**src/rtl/tff_arb_pkg.sv**
```systemverilog
// Shared definitions for the round-robin toggle-bank arbiter.
// State encoding and default geometry.
package tff_arb_pkg;

   localparam int NREQ_DEF  = 4;
   localparam int WIDTH_DEF = 8;
   localparam int STATE_W   = 2;

   localparam logic [STATE_W-1:0] ST_IDLE    = 2'd0;
   localparam logic [STATE_W-1:0] ST_GRANT   = 2'd1;
   localparam logic [STATE_W-1:0] ST_APPLY   = 2'd2;
   localparam logic [STATE_W-1:0] ST_RELEASE = 2'd3;

   typedef enum logic [STATE_W-1:0] {
      S_IDLE    = ST_IDLE,
      S_GRANT   = ST_GRANT,
      S_APPLY   = ST_APPLY,
      S_RELEASE = ST_RELEASE
   } state_e;

endpackage

```
**src/rtl/tff_rr_picker.sv**
```systemverilog
// Combinational round-robin picker: first requester at or after ptr,
// wrapping modulo NREQ.
module tff_rr_picker #(
   parameter int NREQ = 4,
   parameter int IW   = 2
) (
   input  logic [NREQ-1:0] req_i,
   input  logic [IW-1:0]   ptr_i,
   output logic            valid_o,
   output logic [IW-1:0]   win_o
);

   localparam logic [IW:0] NREQ_W = (IW+1)'(NREQ);

   logic [2*NREQ-1:0] dbl;
   logic [NREQ-1:0]   rot;
   logic [IW:0]       off;
   logic [IW:0]       sum;

   // Rotate so that bit 0 of rot is requester ptr.
   assign dbl = {req_i, req_i} >> ptr_i;
   assign rot = dbl[NREQ-1:0];

   always_comb begin
      valid_o = 1'b0;
      off     = '0;
      for (int k = NREQ-1; k >= 0; k--) begin
         if (rot[k]) begin
            valid_o = 1'b1;
            off     = (IW+1)'(k);
         end
      end
      sum = {1'b0, ptr_i} + off;
      if (sum >= NREQ_W) begin
         sum = sum - NREQ_W;
      end
      win_o = sum[IW-1:0];
   end

endmodule

```
**src/rtl/tff_toggle_arbiter.sv**
```systemverilog
// Shares one bank of T flip-flops among NREQ clients; the granted
// client's mask is XORed into the bank once per transaction.
module tff_toggle_arbiter
   import tff_arb_pkg::*;
#(
   parameter int NREQ  = NREQ_DEF,
   parameter int WIDTH = WIDTH_DEF
) (
   input  logic                  clk,
   input  logic                  rst,
   input  logic [NREQ-1:0]       req,
   input  logic [NREQ*WIDTH-1:0] mask,
   output logic [NREQ-1:0]       gnt,
   output logic [NREQ-1:0]       ack,
   output logic [WIDTH-1:0]      q,
   output logic                  busy
);

   localparam int IW = (NREQ > 1) ? $clog2(NREQ) : 1;
   localparam logic [IW-1:0] LAST = IW'(NREQ-1);

   state_e            state_q, state_d;
   logic [IW-1:0]     ptr_q, ptr_d;
   logic [IW-1:0]     win_q, win_d;
   logic [WIDTH-1:0]  msk_q, msk_d;
   logic [NREQ-1:0]   gnt_q, gnt_d;
   logic [NREQ-1:0]   ack_q, ack_d;
   logic [WIDTH-1:0]  tq_q, tq_d;

   logic              pick_v;
   logic [IW-1:0]     pick_w;
   logic [NREQ-1:0]   pick_oh;
   logic [WIDTH-1:0]  sel_m;
   logic [IW-1:0]     nxt_ptr;
   logic              req_w;

   tff_rr_picker #(
      .NREQ (NREQ),
      .IW   (IW)
   ) u_pick (
      .req_i   (req),
      .ptr_i   (ptr_q),
      .valid_o (pick_v),
      .win_o   (pick_w)
   );

   always_comb begin
      pick_oh = '0;
      for (int i = 0; i < NREQ; i++) begin
         pick_oh[i] = (pick_w == IW'(i));
      end
   end

   always_comb begin
      sel_m = '0;
      for (int i = 0; i < NREQ; i++) begin
         if (win_q == IW'(i)) begin
            sel_m = mask[i*WIDTH +: WIDTH];
         end
      end
   end

   // gnt_q is one-hot on the winner whenever the winner matters.
   assign req_w   = |(req & gnt_q);
   assign nxt_ptr = (win_q == LAST) ? '0 : win_q + 1'b1;

   always_comb begin
      state_d = state_q;
      ptr_d   = ptr_q;
      win_d   = win_q;
      msk_d   = msk_q;
      gnt_d   = gnt_q;
      ack_d   = '0;
      tq_d    = tq_q;
      unique case (state_q)
         S_IDLE: begin
            gnt_d = '0;
            if (pick_v) begin
               win_d   = pick_w;
               gnt_d   = pick_oh;
               state_d = S_GRANT;
            end
         end
         S_GRANT: begin
            if (req_w) begin
               msk_d   = sel_m;
               state_d = S_APPLY;
            end else begin
               gnt_d   = '0;
               ptr_d   = nxt_ptr;
               state_d = S_IDLE;
            end
         end
         S_APPLY: begin
            tq_d    = tq_q ^ msk_q;
            ack_d   = gnt_q;
            state_d = S_RELEASE;
         end
         S_RELEASE: begin
            if (!req_w) begin
               gnt_d   = '0;
               ptr_d   = nxt_ptr;
               state_d = S_IDLE;
            end
         end
         default: begin
            gnt_d   = '0;
            state_d = S_IDLE;
         end
      endcase
   end

   always_ff @(posedge clk or posedge rst) begin
      if (rst) begin
         state_q <= S_IDLE;
         ptr_q   <= '0;
         win_q   <= '0;
         msk_q   <= '0;
         gnt_q   <= '0;
         ack_q   <= '0;
         tq_q    <= '0;
      end else begin
         state_q <= state_d;
         ptr_q   <= ptr_d;
         win_q   <= win_d;
         msk_q   <= msk_d;
         gnt_q   <= gnt_d;
         ack_q   <= ack_d;
         tq_q    <= tq_d;
      end
   end

   assign gnt  = gnt_q;
   assign ack  = ack_q;
   assign q    = tq_q;
   assign busy = (state_q != S_IDLE);

endmodule

```
**config.mk**
```make
export PLATFORM = sky130hd
export DESIGN_NAME = tff_toggle_arbiter
export DESIGN_NICKNAME = d
export VERILOG_FILES = /design/src/rtl/tff_arb_pkg.sv /design/src/rtl/tff_rr_picker.sv /design/src/rtl/tff_toggle_arbiter.sv
export SDC_FILE = /design/constraint.sdc
export NUM_CORES = 1
export LEC_CHECK = 0
export ABC_AREA = 1
export BUFFER_PORTS_ARGS = -buffer_cell sky130_fd_sc_hd__buf_2
export CAP_MARGIN = 40
export CORE_ASPECT_RATIO = 1.5
export CORE_UTILIZATION = 46
export CTS_CLUSTER_DIAMETER = 40
export DETAILED_ROUTE_END_ITERATION = 12
export PLACE_DENSITY = 0.72
export REMOVE_ABC_BUFFERS = 1
export SLEW_MARGIN = 30
export SYNTH_ARGS = -nofsm -noshare
export SYNTH_HDL_FRONTEND = slang
export SYNTH_HIERARCHICAL = 1
export SYNTH_SLANG_ARGS = --single-unit
```
**constraint.sdc**
```tcl
create_clock -name clk -period 1.7 [get_ports clk]
set_input_delay 0.255 -clock clk [delete_from_list [all_inputs] [get_ports clk]]
set_output_delay 0.255 -clock clk [all_outputs]
set_load 0.02 [all_outputs]
```
After elaboration in Yosys (flattened, before gate mapping)
Index checks and enable logic that the tools add are counted.

operators by class
  muxes and demuxes = 22
  reductions and logical operators = 12
  equality and inequality tests = 12
  add/subtract/negate cells = 3
  magnitude comparators = 1
  bitwise operators = 3
  shift operators = 1

operators with widths
  cell                   count
  $mux W8                4
  $mux W2                9
  $eq A2 B2 Y1 const B   6
  $mux W4                3
  $reduce_and A2 Y1      5
  $pmux W2 S4            1
  $pmux W4 S2            1
  $shr A8 B2 Y4          1
  $xor A8 B8 Y8          1
  $eq A2 B1 Y1 const B   3
  $logic_not A2 Y1       3
  $ne A2 B2 Y1 const B   3
  $and A4 B4 Y4          1
  $mux W1                4
  $reduce_bool A2 Y1     2
  $reduce_or A4 Y1       1
  $add A2 B2 Y3          1
  $ge A3 B3 Y1 const B   1
  $add A2 B1 Y2 const B  1
  $reduce_or A2 Y1       1
  $sub A2 B1 Y2 const B  1
  $not A1 Y1             1

word-level totals
  register bits = 30
  logic and storage cells = 61
  output and inout port bits = 17

Longest topological paths before layout
Gate-level depths: netlist of run 1.

  depth in word-level cells = 11
  depth in mapped cells = 14
  gate-level depth less buffers = 14

By module
Netlist of run 1, hierarchy kept.

by module, submodules not included
  module              cells an instance  times used  area an instance (sq um)
  tff_toggle_arbiter  205                1           1,579.0
  tff_rr_picker       35                 1           165.2

Least setup slack after synthesis of run 1
No wires, ideal clock.

  path kind = register to register
  start point = register ptr_q[0]
  end point = register win_q[1]
  required time = 1.574 ns
  data arrival time = 1.557 ns
  setup time = 0.126 ns
  slack = 0.016 ns
  cell stages (with the launch flop) = 14
  cells stage by stage = dfrtp_1 -> inv_2 -> nand2_1 -> nand3_1 -> nand2_2 -> nand3_1 -> a21boi_1 -> ha_1 -> xor2_1 -> inv_1 -> nand3_1 -> nand2_1 -> inv_1 -> o21ai_0

between the ends
  longest elaborated chain between the ends = 8
  elaborated cells between the ends (all ways) = 14

RTL lines
  what                                           RTL line                                  RTL
  start, declared                                tff_toggle_arbiter.sv:23                  logic [IW-1:0] ptr_q, ptr_d;
  start signal, assigned                         tff_toggle_arbiter.sv:124                 ptr_q <= ptr_d;
  $shr A8 B2 Y4                                  tff_rr_picker.sv:21                       assign dbl = {req_i, req_i} >> ptr_i;
  $mux W2 (4 in series)                          tff_rr_picker.sv:28                       if (rot[k]) begin
  $add A2 B2 Y3 *                                tff_rr_picker.sv:33                       sum = {1'b0, ptr_i} + off;
  $ge A3 B3 Y1 or $sub A2 B1 Y2 (tied branches)  tff_rr_picker.sv:34, tff_rr_picker.sv:35
  $mux W2 *                                      tff_rr_picker.sv:34                       if (sum >= NREQ_W) begin
  net pick_w[1]                                  tff_toggle_arbiter.sv:31                  logic [IW-1:0] pick_w;
  end signal, assigned                           tff_toggle_arbiter.sv:125                 win_q <= win_d;
  end, declared                                  tff_toggle_arbiter.sv:24                  logic [IW-1:0] win_q, win_d;

The timed path passes the listed nets; every way through them passes the cells marked *.
A chain may end at the register's enable or synchronous reset.

Worst setup path in the final report of run 1
  start point = register ptr_q[0]
  end point = register gnt_q[1], in the netlist gnt[1]

between the ends
  longest elaborated chain between the ends = 11
  elaborated cells between the ends (all ways) = 16

RTL lines
  what                                           RTL line                                  RTL
  $shr A8 B2 Y4                                  tff_rr_picker.sv:21
  $mux W2 (4 in series)                          tff_rr_picker.sv:28
  $add A2 B2 Y3 *                                tff_rr_picker.sv:33
  $ge A3 B3 Y1 or $sub A2 B1 Y2 (tied branches)  tff_rr_picker.sv:34, tff_rr_picker.sv:35
  $mux W2 *                                      tff_rr_picker.sv:34
  net pick_w[1]                                  tff_toggle_arbiter.sv:31
  $eq A2 B1 Y1 *                                 tff_toggle_arbiter.sv:50                  pick_oh[i] = (pick_w == IW'(i));
  $mux W4 *                                      tff_toggle_arbiter.sv:78                  if (pick_v) begin
  $pmux W4 S2 *                                  tff_toggle_arbiter.sv:75                  unique case (state_q)
  end signal, assigned                           tff_toggle_arbiter.sv:127                 gnt_q <= gnt_d;
  end, declared                                  tff_toggle_arbiter.sv:26                  logic [NREQ-1:0] gnt_q, gnt_d;

Marked as above.

==> results of run 1 <==
-- cell families after synthesis --
family / count (synthesis)
buf+inv: 36
flops: 30
fa+ha+maj: 5
compound gates: 13
simple gates: 147
xor+xnor: 9
-- stage by stage --
stage,utilization [%],power (mW)
2_1_floorplan,-,2.78
3_3_place_gp,57.5,3.36
3_5_place_dp,57.5,3.42
4_1_cts,60.5,4.05
5_1_grt,62.6,4.70
6_report,62.6,4.32
-- cells in the final DEF (no fill, tap or decap), types with 3 or more instances in the layout --
cell type  synthesis  routed
nand2_1           92      86
buf_2              2      54
dfrtp_1           30      28
inv_1             27      25
nand3_1           33      25
a21oi_1            9       9
or2_2              8       8
nand2_2            3       8
xnor2_1            8       8
nand3_2            0       8
buf_4              1       8
nor2_1             7       6
inv_2              5       5
clkbuf_8           0       5
ha_1               5       4
nor2_4             2       3
-- report_power, final --
part	internal (mW)	switching [mW]	leakage (nW)
combinational	0.954	1.58	0.868
clock	0.274	0.259	0.0438
sequential	1.01	0.239	0.377
total	2.24	2.08	1.29
-- area by class of cell --
class	count	area (µm²)	area share (%)
Timing Repair Buffer	62	330	14.5
Clock buffer	5	68.8	3.01
Sequential cell	30	753	33.0
Inverter	32	125	5.48
Multi-Input combinational cell	174	943	41.3
Clock inverter	2	10.0	0.438
Tap cell	43	53.8	2.35
-- state kept, by name, indices dropped and copies added, names as in the netlist, named ones only --
signal   count
q            8
gnt          4
ptr_q        2
win_q        2
msk_q        8
state_q      1
ack          4
-- what timing repair did --
item | CTS | global route
resized for setup | 11 | 17
endpoints found under the setup margin | 5 | 6
pin swaps | 13 | 6
setup buffers | 0 | 1
-- routing by layer --
metal,track usage (%),wire (µm)
met1,25.3,1750
met2,42.8,2400
met3,6.67,242
met4,10.3,86
met5,0,0
-- worst paths after layout --
kind	depth (start not counted)	end	slack [ns]	startpoint
max	13	gnt[1]$_DFFE_PP0P_	-0.1	ptr_q[0]$_DFFE_PP0P_
min	3	q[1]$_DFFE_PP0N_	0.04	rst
max reg2reg	13	gnt[1]$_DFFE_PP0P_	-0.1	ptr_q[0]$_DFFE_PP0P_
min reg2reg	1	q[1]$_DFFE_PP0N_	0.46	q[1]$_DFFE_PP0N_
max in group asynchronous	3	ptr_q[0]$_DFFE_PP0P_	1.36	rst
min in group clk	4	msk_q[7]$_DFFE_PP0P_	0.30	mask[31]
-- critical path: stages (launching register included) --
cell and delay [ns]:
dfrtp_2 0.46, inv_4 0.10, nand2_2 0.06, nand3_1 0.10, nand2_1 0.08, a21boi_2 0.17, ha_4 0.16, xor2_2 0.14
inv_1 0.06, nand3_2 0.06, nand2_2 0.11, inv_2 0.07, nand2_1 0.07, nand2_1 0.04
==> reports/results.txt, run 1 <==
Post-synthesis mux area share = 0%
Main combinational cell family by area after synthesis = simple AND/OR/NAND/NOR gates
DRC viols = 0
Max-cap viol count = 0
Synth top area share = 43.0%
# setup viols final = 5
Root Buffer = clkbuf_8
Routed WL = 4.48 mm
Crit share post-route = 106%
Final Hold Viols = 0
Ports = 55
Post-synth top flop = dfrtp_1
Initial antenna violation count = 0
Critical path startpoint category = register
Post-layout min period = 1.80 ns
Synth async-reset ratio = 100%
Power per cell area = 1890 nW/µm²
GRT overflow = 0
EDFF count, synth = 0
Fraction of layout cells with a size suffix above 1 = 36.4%
Hold/Removal Path Class = input port to asynchronous set/reset pin
Initial Util = 47.8%
Status = finished with violations
Synth area leader = dfrtp_1
First-pass detailed-route iteration total = 4
Via count = 1729
Syn Area/Cell = 7.27 µm²
Worst hold slack = 0.0372 ns
H-tree depth = 2
Synth Area in XOR/XNOR = 4.52%
CP required = 1.88 ns
Buffers on Ports = 54
# hold bufs at CTS = 0
Simple-gate share of the synthesized area = 36.7%
Avg WL per Cell = 12.9 µm
P_leak = 1.29 nW
Die width = 52.3 µm
Final ANT Viol Nets = 0
Final non-filler cell total = 348
Post-Place Cells = 340
Synth Register Bits = 30
# diodes = 0
Synth area leaders = dfrtp_1 (43%), nand2_1 (20%), nand3_1 (9.5%)
Peak fanout along the critical path = 6
Synth Area in Compound Gates = 4.02%
Die area = 4050 µm²
Num rows = 27
Pins Over Slew Limit = 0
GP Congestion = 0.804
Maximum VDD drop = 0.00143 V
Adder-Cell Fraction of Synth Area = 3.59%
Layout filler cell count = 327
RSZ-0062 raised after global routing = yes
Distinct cells, synth = 21
Vias in the first global route = 1679
Via-to-Cell Ratio = 4.97
Fin Setup TNS = -0.378 ns
Largest net degree at the start of global routing = 31
Fin nets = 348
Cells after Synth = 240
Final Cell Area = 2280 µm²
Fmax = 556 MHz
Yosys warns = 6
Sequential share of the synthesized area = 43.0%
Global-route wire length before repair = 7.15 mm
Placed Area = 2100 µm²
Max-slew headroom = 74.3%
Layout area overhead = 31.0%
Violated checks = negative setup slack
Post-Syn Area = 1740 µm²
CTS clk-pin slew, worst paths = 0.06 ns
Maximum buffer depth of the clock tree = 2
Sink Count = 30
Worst setup EP type = register
Clock latency on the worst-skew pair = 0.28 ns
Count leader, synth = nand2_1
Worst-Margin Slew = 0.386 ns
WS Path Type = register to register
Core Region = 3650 µm²
1st-iter DRT viols = 43
Tot GR Track Use = 24.0%
DIE HEIGHT = 77.4 µm
TritonCTS Buffers = 5
DP HPWL = 3.19 mm
Slack of the critical path = -0.0976 ns
Clk_skew = 0.00475 ns
TritonCTS clock tree = yes
Worst EP arrival = 1.97 ns
DP Worst Slack = -0.171 ns
Commonest cells post-synth = nand2_1 (92), nand3_1 (33), dfrtp_1 (30), inv_1 (27), a21oi_1 (9)
Note: power is estimated with default switching activity, not from simulation.
==> run 2, diff against run 1 <==
Settings changed: PLACE_DENSITY 0.72 to unset, PLACE_DENSITY_LB_ADDON set to 0.25.
==> reports/results.txt, run 2 (synthesized netlist as in run 1, its figures left out) <==
Status = finished with violations (unchanged)
Violated checks = negative setup slack (unchanged)
Power per cell area = 1850 nW/µm² (was 1890 nW/µm²)
Fmax = 569 MHz (was 556 MHz)
Clk_skew = 0.00401 ns (was 0.00475 ns)
Fraction of layout cells with a size suffix above 1 = 36.9% (was 36.4%)
Worst EP arrival = 1.98 ns (was 1.97 ns)
Tot GR Track Use = 23.6% (was 24.0%)
Initial antenna violation count = 0 (unchanged)
Ports = 55 (unchanged)
H-tree depth = 2 (unchanged)
CTS clk-pin slew, worst paths = 0.06 ns (about the same)
Leading cell type in the layout, fill and taps excluded = nand2_1 (unchanged)
# setup viols final = 6 (was 5)
Fin nets = 349 (was 348)
Final Hold Viols = 0 (unchanged)
DP HPWL = 3.13 mm (was 3.19 mm)
Worst hold slack = 0.0265 ns (was 0.0372 ns)
Slack of the critical path = -0.0588 ns (was -0.0976 ns)
Die width = 52.3 µm (unchanged)
Crit share post-route = 103% (was 106%)
CP required = 1.92 ns (was 1.88 ns)
TritonCTS clock tree = yes (unchanged)
Maximum buffer depth of the clock tree = 2 (unchanged)
Max-slew headroom = 75.4% (was 74.3%)
Via-to-Cell Ratio = 4.91 (was 4.97)
Layout area overhead = 30.3% (was 31.0%)
Met2 wire len = 2.34 mm (was 2.40 mm)
Commonest cells after routing, fill and taps aside = nand2_1 (85), buf_2 (54), dfrtp_1 (28), inv_1 (25), nand3_1 (25) (was nand2_1 (86), buf_2 (54), dfrtp_1 (28), inv_1 (25), nand3_1 (25))
Global-route wire length before repair = 6.95 mm (was 7.15 mm)
Largest net degree at the start of global routing = 31 (unchanged)
Avg WL per Cell = 12.2 µm (was 12.9 µm)
Initial Util = 47.8% (unchanged)
Routed WL = 4.25 mm (was 4.48 mm)
Worst setup EP type = register (unchanged)
Die area = 4050 µm² (unchanged)
Layout filler cell count = 368 (was 327)
Pins Over Slew Limit = 0 (unchanged)
GP Congestion = 0.768 (was 0.804)
Critical path startpoint category = register (unchanged)
Sink Count = 30 (unchanged)
P_leak = 1.29 nW (about the same)
TritonCTS Buffers = 5 (unchanged)
First-pass detailed-route iteration total = 4 (unchanged)
Hold/Removal Path Class = input port to asynchronous set/reset pin (unchanged)
# diodes = 0 (unchanged)
Met1 wire length = 1.57 mm (was 1.75 mm)
Peak fanout along the critical path = 6 (unchanged)
RSZ-0062 raised after global routing = yes (unchanged)
Via count = 1714 (was 1729)
Final ANT Viol Nets = 0 (unchanged)
Clock latency on the worst-skew pair = 0.28 ns (about the same)
Worst-Margin Slew = 0.370 ns (was 0.386 ns)
Num rows = 27 (unchanged)
WS Path Type = register to register (unchanged)
Buffers on Ports = 54 (unchanged)
1st-iter DRT viols = 32 (was 43)
DIE HEIGHT = 77.4 µm (unchanged)
Maximum VDD drop = 0.00146 V (was 0.00143 V)
Max-cap viol count = 0 (unchanged)
Max Used Layer = met4 (unchanged)
Tot Pwr = 4.21 mW (was 4.32 mW)
Met3 WL = 229 µm (was 242 µm)
# hold bufs at CTS = 0 (unchanged)
Root Buffer = clkbuf_8 (unchanged)
Core Region = 3650 µm² (unchanged)
Vias in the first global route = 1704 (was 1679)
GRT overflow = 0 (unchanged)
DRC viols = 0 (unchanged)
Post-layout min period = 1.76 ns (was 1.80 ns)
run 2: power by group:
group          total, mW  switching, mW  internal [mW]
clock              0.533          0.259          0.274
combinational       2.43           1.49          0.934
sequential          1.24          0.232           1.01
run 2: final cells by class:
type                            count  area (µm²)  area share (%)
Inverter                           32         123            5.40
Sequential cell                    30         753            33.1
Tap cell                           43        53.8            2.37
Clock inverter                      2        10.0           0.441
Multi-Input combinational cell    174         926            40.7
Timing Repair Buffer               63         338            14.9
Clock buffer                        5        68.8            3.03
run 2: layer usage:
metal | vias up | GRT usage [%]
li1 | 867 | -
met1 | 797 | 23.4
met2 | 41 | 43.2
met3 | 9 | 5.69
met4 | 0 | 11.8
met5 | - | 0
run 2: worst max-delay path, stage by stage (launching register included):
cell	delay [ns]
dfrtp_2	0.46
nand2_1	0.11
nand3_2	0.08
nand2_2	0.08
nand3_2	0.06
a21boi_2	0.12
ha_2	0.20
xor2_2	0.17
inv_1	0.07
nand3_2	0.06
nand2_2	0.06
inv_2	0.08
nand3_2	0.07
nand2_1	0.07
run 2: through the flow:
step                      setup TNS, ns  setup WS, ns  util (%)  std cells  cell area [µm²]
final                            -0.179       -0.0588      62.3        349             2270
after floorplan                       0        0.0164         -        236             1720
after detailed placement         -0.495        -0.134      57.1        338             2080
after CTS                        -0.424        -0.105      61.2        348             2230
after global routing             -0.942        -0.194      62.3        349             2270
after global placement          -0.0465       -0.0227      57.1        338             2080
run 2: path summary, 6_finish.rpt:
check	startpoint	to	slack (ns)	depth (start not counted)
max	ptr_q[0]$_DFFE_PP0P_	gnt[0]$_DFFE_PP0P_	-0.06	13
min	rst	q[7]$_DFFE_PP0N_	0.03	3
max reg2reg	ptr_q[0]$_DFFE_PP0P_	gnt[0]$_DFFE_PP0P_	-0.06	13
min reg2reg	q[0]$_DFFE_PP0N_	q[0]$_DFFE_PP0N_	0.46	1
max in group asynchronous	rst	ptr_q[1]$_DFFE_PP0P_	1.37	3
min in group clk	mask[29]	msk_q[5]$_DFFE_PP0P_	0.29	4
run 2: timing repair:
| item | 4_1_cts | 5_1_grt |
|---|---|---|
| endpoints found under the setup margin | 5 | 7 |
| buffers inserted | 3 | 1 |
| gates resized for setup | 14 | 11 |
| pin swaps | 10 | 4 |
==> run 3, diff against run 2 <==
Settings changed: ABC_AREA 1 to 0, CORE_UTILIZATION 46 to 45.
==> reports/results.txt, run 3 <==
Leading cell type in the layout, fill and taps excluded = buf_2 (was nand2_1)
Tot GR Track Use = 21.9% (was 23.6%)
Sequential share of the synthesized area = 44.1% (was 43.0%)
Clock latency on the worst-skew pair = 0.28 ns (about the same)
CP required = 1.87 ns (was 1.92 ns)
# diodes = 0 (unchanged)
Synth area leader = dfrtp_1 (unchanged)
Post-Place Cells = 277 (was 338)
Fraction of layout cells with a size suffix above 1 = 41.4% (was 36.9%)
1st-iter DRT viols = 38 (was 32)
Max-slew headroom = 75.1% (was 75.4%)
Status = finished with violations (unchanged)
Distinct cells, synth = 42 (was 21)
Cells after Synth = 171 (was 240)
Fin Setup TNS = -0.785 ns (was -0.179 ns)
Worst-Margin Slew = 0.373 ns (was 0.370 ns)
EDFF count, synth = 0 (unchanged)
H-tree depth = 2 (unchanged)
Ports = 55 (unchanged)
DRC viols = 0 (unchanged)
Power per cell area = 1750 nW/µm² (was 1850 nW/µm²)
DP HPWL = 3.00 mm (was 3.13 mm)
Grt met3 use = 5.29% (was 5.69%)
DIE HEIGHT = 77.4 µm (about the same)
Die area = 4040 µm² (was 4050 µm²)
RSZ-0062 raised after global routing = yes (unchanged)
WS Path Type = register to register (unchanged)
Layer with the highest usage = met2 (unchanged)
Slack of the critical path = -0.202 ns (was -0.0588 ns)
Max-cap viol count = 0 (unchanged)
Buffers on Ports = 54 (unchanged)
Post-layout min period = 1.90 ns (was 1.76 ns)
Commonest cells after routing, fill and taps aside = buf_2 (54), dfrtp_1 (30), inv_1 (22), nand2_1 (18) (was nand2_1 (85), buf_2 (54), dfrtp_1 (28), inv_1 (25), nand3_1 (25))
Layout filler cell count = 351 (was 368)
Layout area overhead = 32.5% (was 30.3%)
Initial Util = 46.7% (was 47.8%)
R2R Path Start = ptr_q[1]$_DFFE_PP0P_ (was ptr_q[0]$_DFFE_PP0P_)
Routed WL = 3.95 mm (was 4.25 mm)
Critical path startpoint category = register (unchanged)
Fmax = 526 MHz (was 569 MHz)
Largest net degree at the start of global routing = 31 (unchanged)
Synth top area share = 44.1% (was 43.0%)
Post-Syn Area = 1700 µm² (was 1740 µm²)
Via-to-Cell Ratio = 5.30 (was 4.91)
TritonCTS Buffers = 5 (unchanged)
Final Hold Viols = 0 (unchanged)
Root Buffer = clkbuf_8 (unchanged)
Maximum VDD drop = 0.00124 V (was 0.00146 V)
CTS clk-pin slew, worst paths = 0.06 ns (about the same)
GRT overflow = 0 (unchanged)
TritonCTS clock tree = yes (unchanged)
Final non-filler cell total = 287 (was 349)
Synth Register Bits = 30 (unchanged)
Fin nets = 286 (was 349)
Violated checks = negative setup slack (unchanged)
GP Congestion = 0.831 (was 0.768)
Maximum buffer depth of the clock tree = 2 (unchanged)
Count leader, synth = dfrtp_1 (was nand2_1)
Final ANT Viol Nets = 0 (unchanged)
Synth async-reset ratio = 100% (unchanged)
Worst EP arrival = 2.07 ns (was 1.98 ns)
# setup viols final = 5 (was 6)
Global-route wire length before repair = 6.48 mm (was 6.95 mm)
Commonest cells post-synth = dfrtp_1 (30), inv_1 (22), a21oi_1 (18), nand2_1 (18), xnor2_1 (10) (was nand2_1 (92), nand3_1 (33), dfrtp_1 (30), inv_1 (27), a21oi_1 (9))
Synth area leaders = dfrtp_1 (44%), a21oi_1 (5.3%), xnor2_1 (5.1%) (was dfrtp_1 (43%), nand2_1 (20%), nand3_1 (9.5%))
Grt met1 use = 22.2% (was 23.4%)
Clk_skew = 0.00730 ns (was 0.00401 ns)
Initial antenna violation count = 0 (unchanged)
Yosys warns = 6 (unchanged)
Syn Area/Cell = 9.97 µm² (was 7.27 µm²)
Pins Over Slew Limit = 0 (unchanged)
Core Region = 3650 µm² (unchanged)
Peak fanout along the critical path = 4 (was 6)
Met2 usage = 40.4% (was 43.2%)
DP Worst Slack = -0.239 ns (was -0.134 ns)
Critical path launch point = ptr_q[1]$_DFFE_PP0P_ (was ptr_q[0]$_DFFE_PP0P_)
Via count = 1522 (was 1714)
P_leak = 1.16 nW (was 1.29 nW)
Sink Count = 30 (unchanged)
Worst setup EP type = register (unchanged)
Hold/Removal Path Class = input port to asynchronous set/reset pin (unchanged)
Avg WL per Cell = 13.7 µm (was 12.2 µm)
Post-synth top flop = dfrtp_1 (unchanged)
Vias in the first global route = 1543 (was 1704)
Crit share post-route = 112% (was 103%)
Die width = 52.2 µm (was 52.3 µm)
Num rows = 27 (unchanged)
First-pass detailed-route iteration total = 4 (unchanged)
==> run 3: changes by cell type after synthesis, sizes merged, moves of 4 or more <==
| cell | change |
|---|---|
| nand2b | +4 |
| or2 | -7 |
| nand2 | -77 |
| a21oi | +9 |
| a22o | +4 |
| nor2 | -7 |
| a32o | +7 |
| nand3 | -31 |
| and2 | +4 |
| o221ai | +7 |
| inv | -10 |
==> run 3: layout make-up <==
type | instances | area, µm² | area share (%)
tap | 43 | 53.8 | 2.38
inverter | 22 | 82.6 | 3.66
clock inverter | 1 | 5.00 | 0.222
timing repair buffer | 72 | 409 | 18.1
clock buffer | 7 | 86.3 | 3.82
sequential | 30 | 751 | 33.2
multi-input combinational | 112 | 871 | 38.6
==> run 3: through the flow <==
stage	hold slack, ns	util [%]	instance area, µm²	power, mW
2_1_floorplan	0.346	-	1660	2.64
3_3_place_gp	0.342	57.7	2110	3.25
3_5_place_dp	0.349	57.7	2110	3.29
4_1_cts	0.0463	60.6	2210	3.92
5_1_grt	0.0636	61.9	2260	4.27
6_report	0.0347	61.9	2260	3.96
==> run 3: power by group <==
group / total (mW) / internal, mW / switching, mW
logic: 2.13 / 1.00 / 1.13
clock network: 0.578 / 0.326 / 0.252
registers: 1.25 / 1.01 / 0.243
==> run 3: final timing paths <==
path | to | slack, ns | cells past startpoint
max | gnt[3]$_DFFE_PP0P_ | -0.20 | 9
min | ack[0]$_DFF_PP0_ | 0.03 | 3
max reg2reg | gnt[3]$_DFFE_PP0P_ | -0.20 | 9
min reg2reg | q[3]$_DFFE_PP0N_ | 0.47 | 1
max in group asynchronous | ptr_q[1]$_DFFE_PP0P_ | 1.39 | 3
min in group clk | msk_q[6]$_DFFE_PP0P_ | 0.34 | 3
==> run 3: logic make-up (layout without fill, tap and decap cells) <==
kind of cell               after synthesis  count (layout)  synth area share (%)
DFF                                     30              30                  44.1
adders and majority gates                5               5                  3.67
xor gates and xnor gates                10              10                  5.14
muxes                                    3               3                  2.20
and+or+nand+nor                         43              43                  13.6
AOI/OAI and AO/OA                       51              51                  24.0
buffers and inverters                   29             102                  7.34
==> run 3: worst max-delay path: stages, from the launching register on <==
cell and delay [ns]:
dfrtp_1 0.42, nand2b_4 0.15, a21oi_2 0.10, o22ai_1 0.08
o21a_1 0.18, ha_2 0.18, xnor2_2 0.13, xnor2_1 0.13
and3_1 0.21, a22o_1 0.21
==> run 3: timing repair <==
item                       in CTS  in global routing
setup buffers                   0                  2
pin swaps                       9                  4
hold buffers                    0                  0
resized for setup               3                  6
setup endpoints to repair       5                  7
==> run 3: layer usage <==
metal,part of all wire (%),vias up
li1,-,743
met1,38,722
met2,55,43
met3,3.8,14
met4,3.6,0
met5,0,-
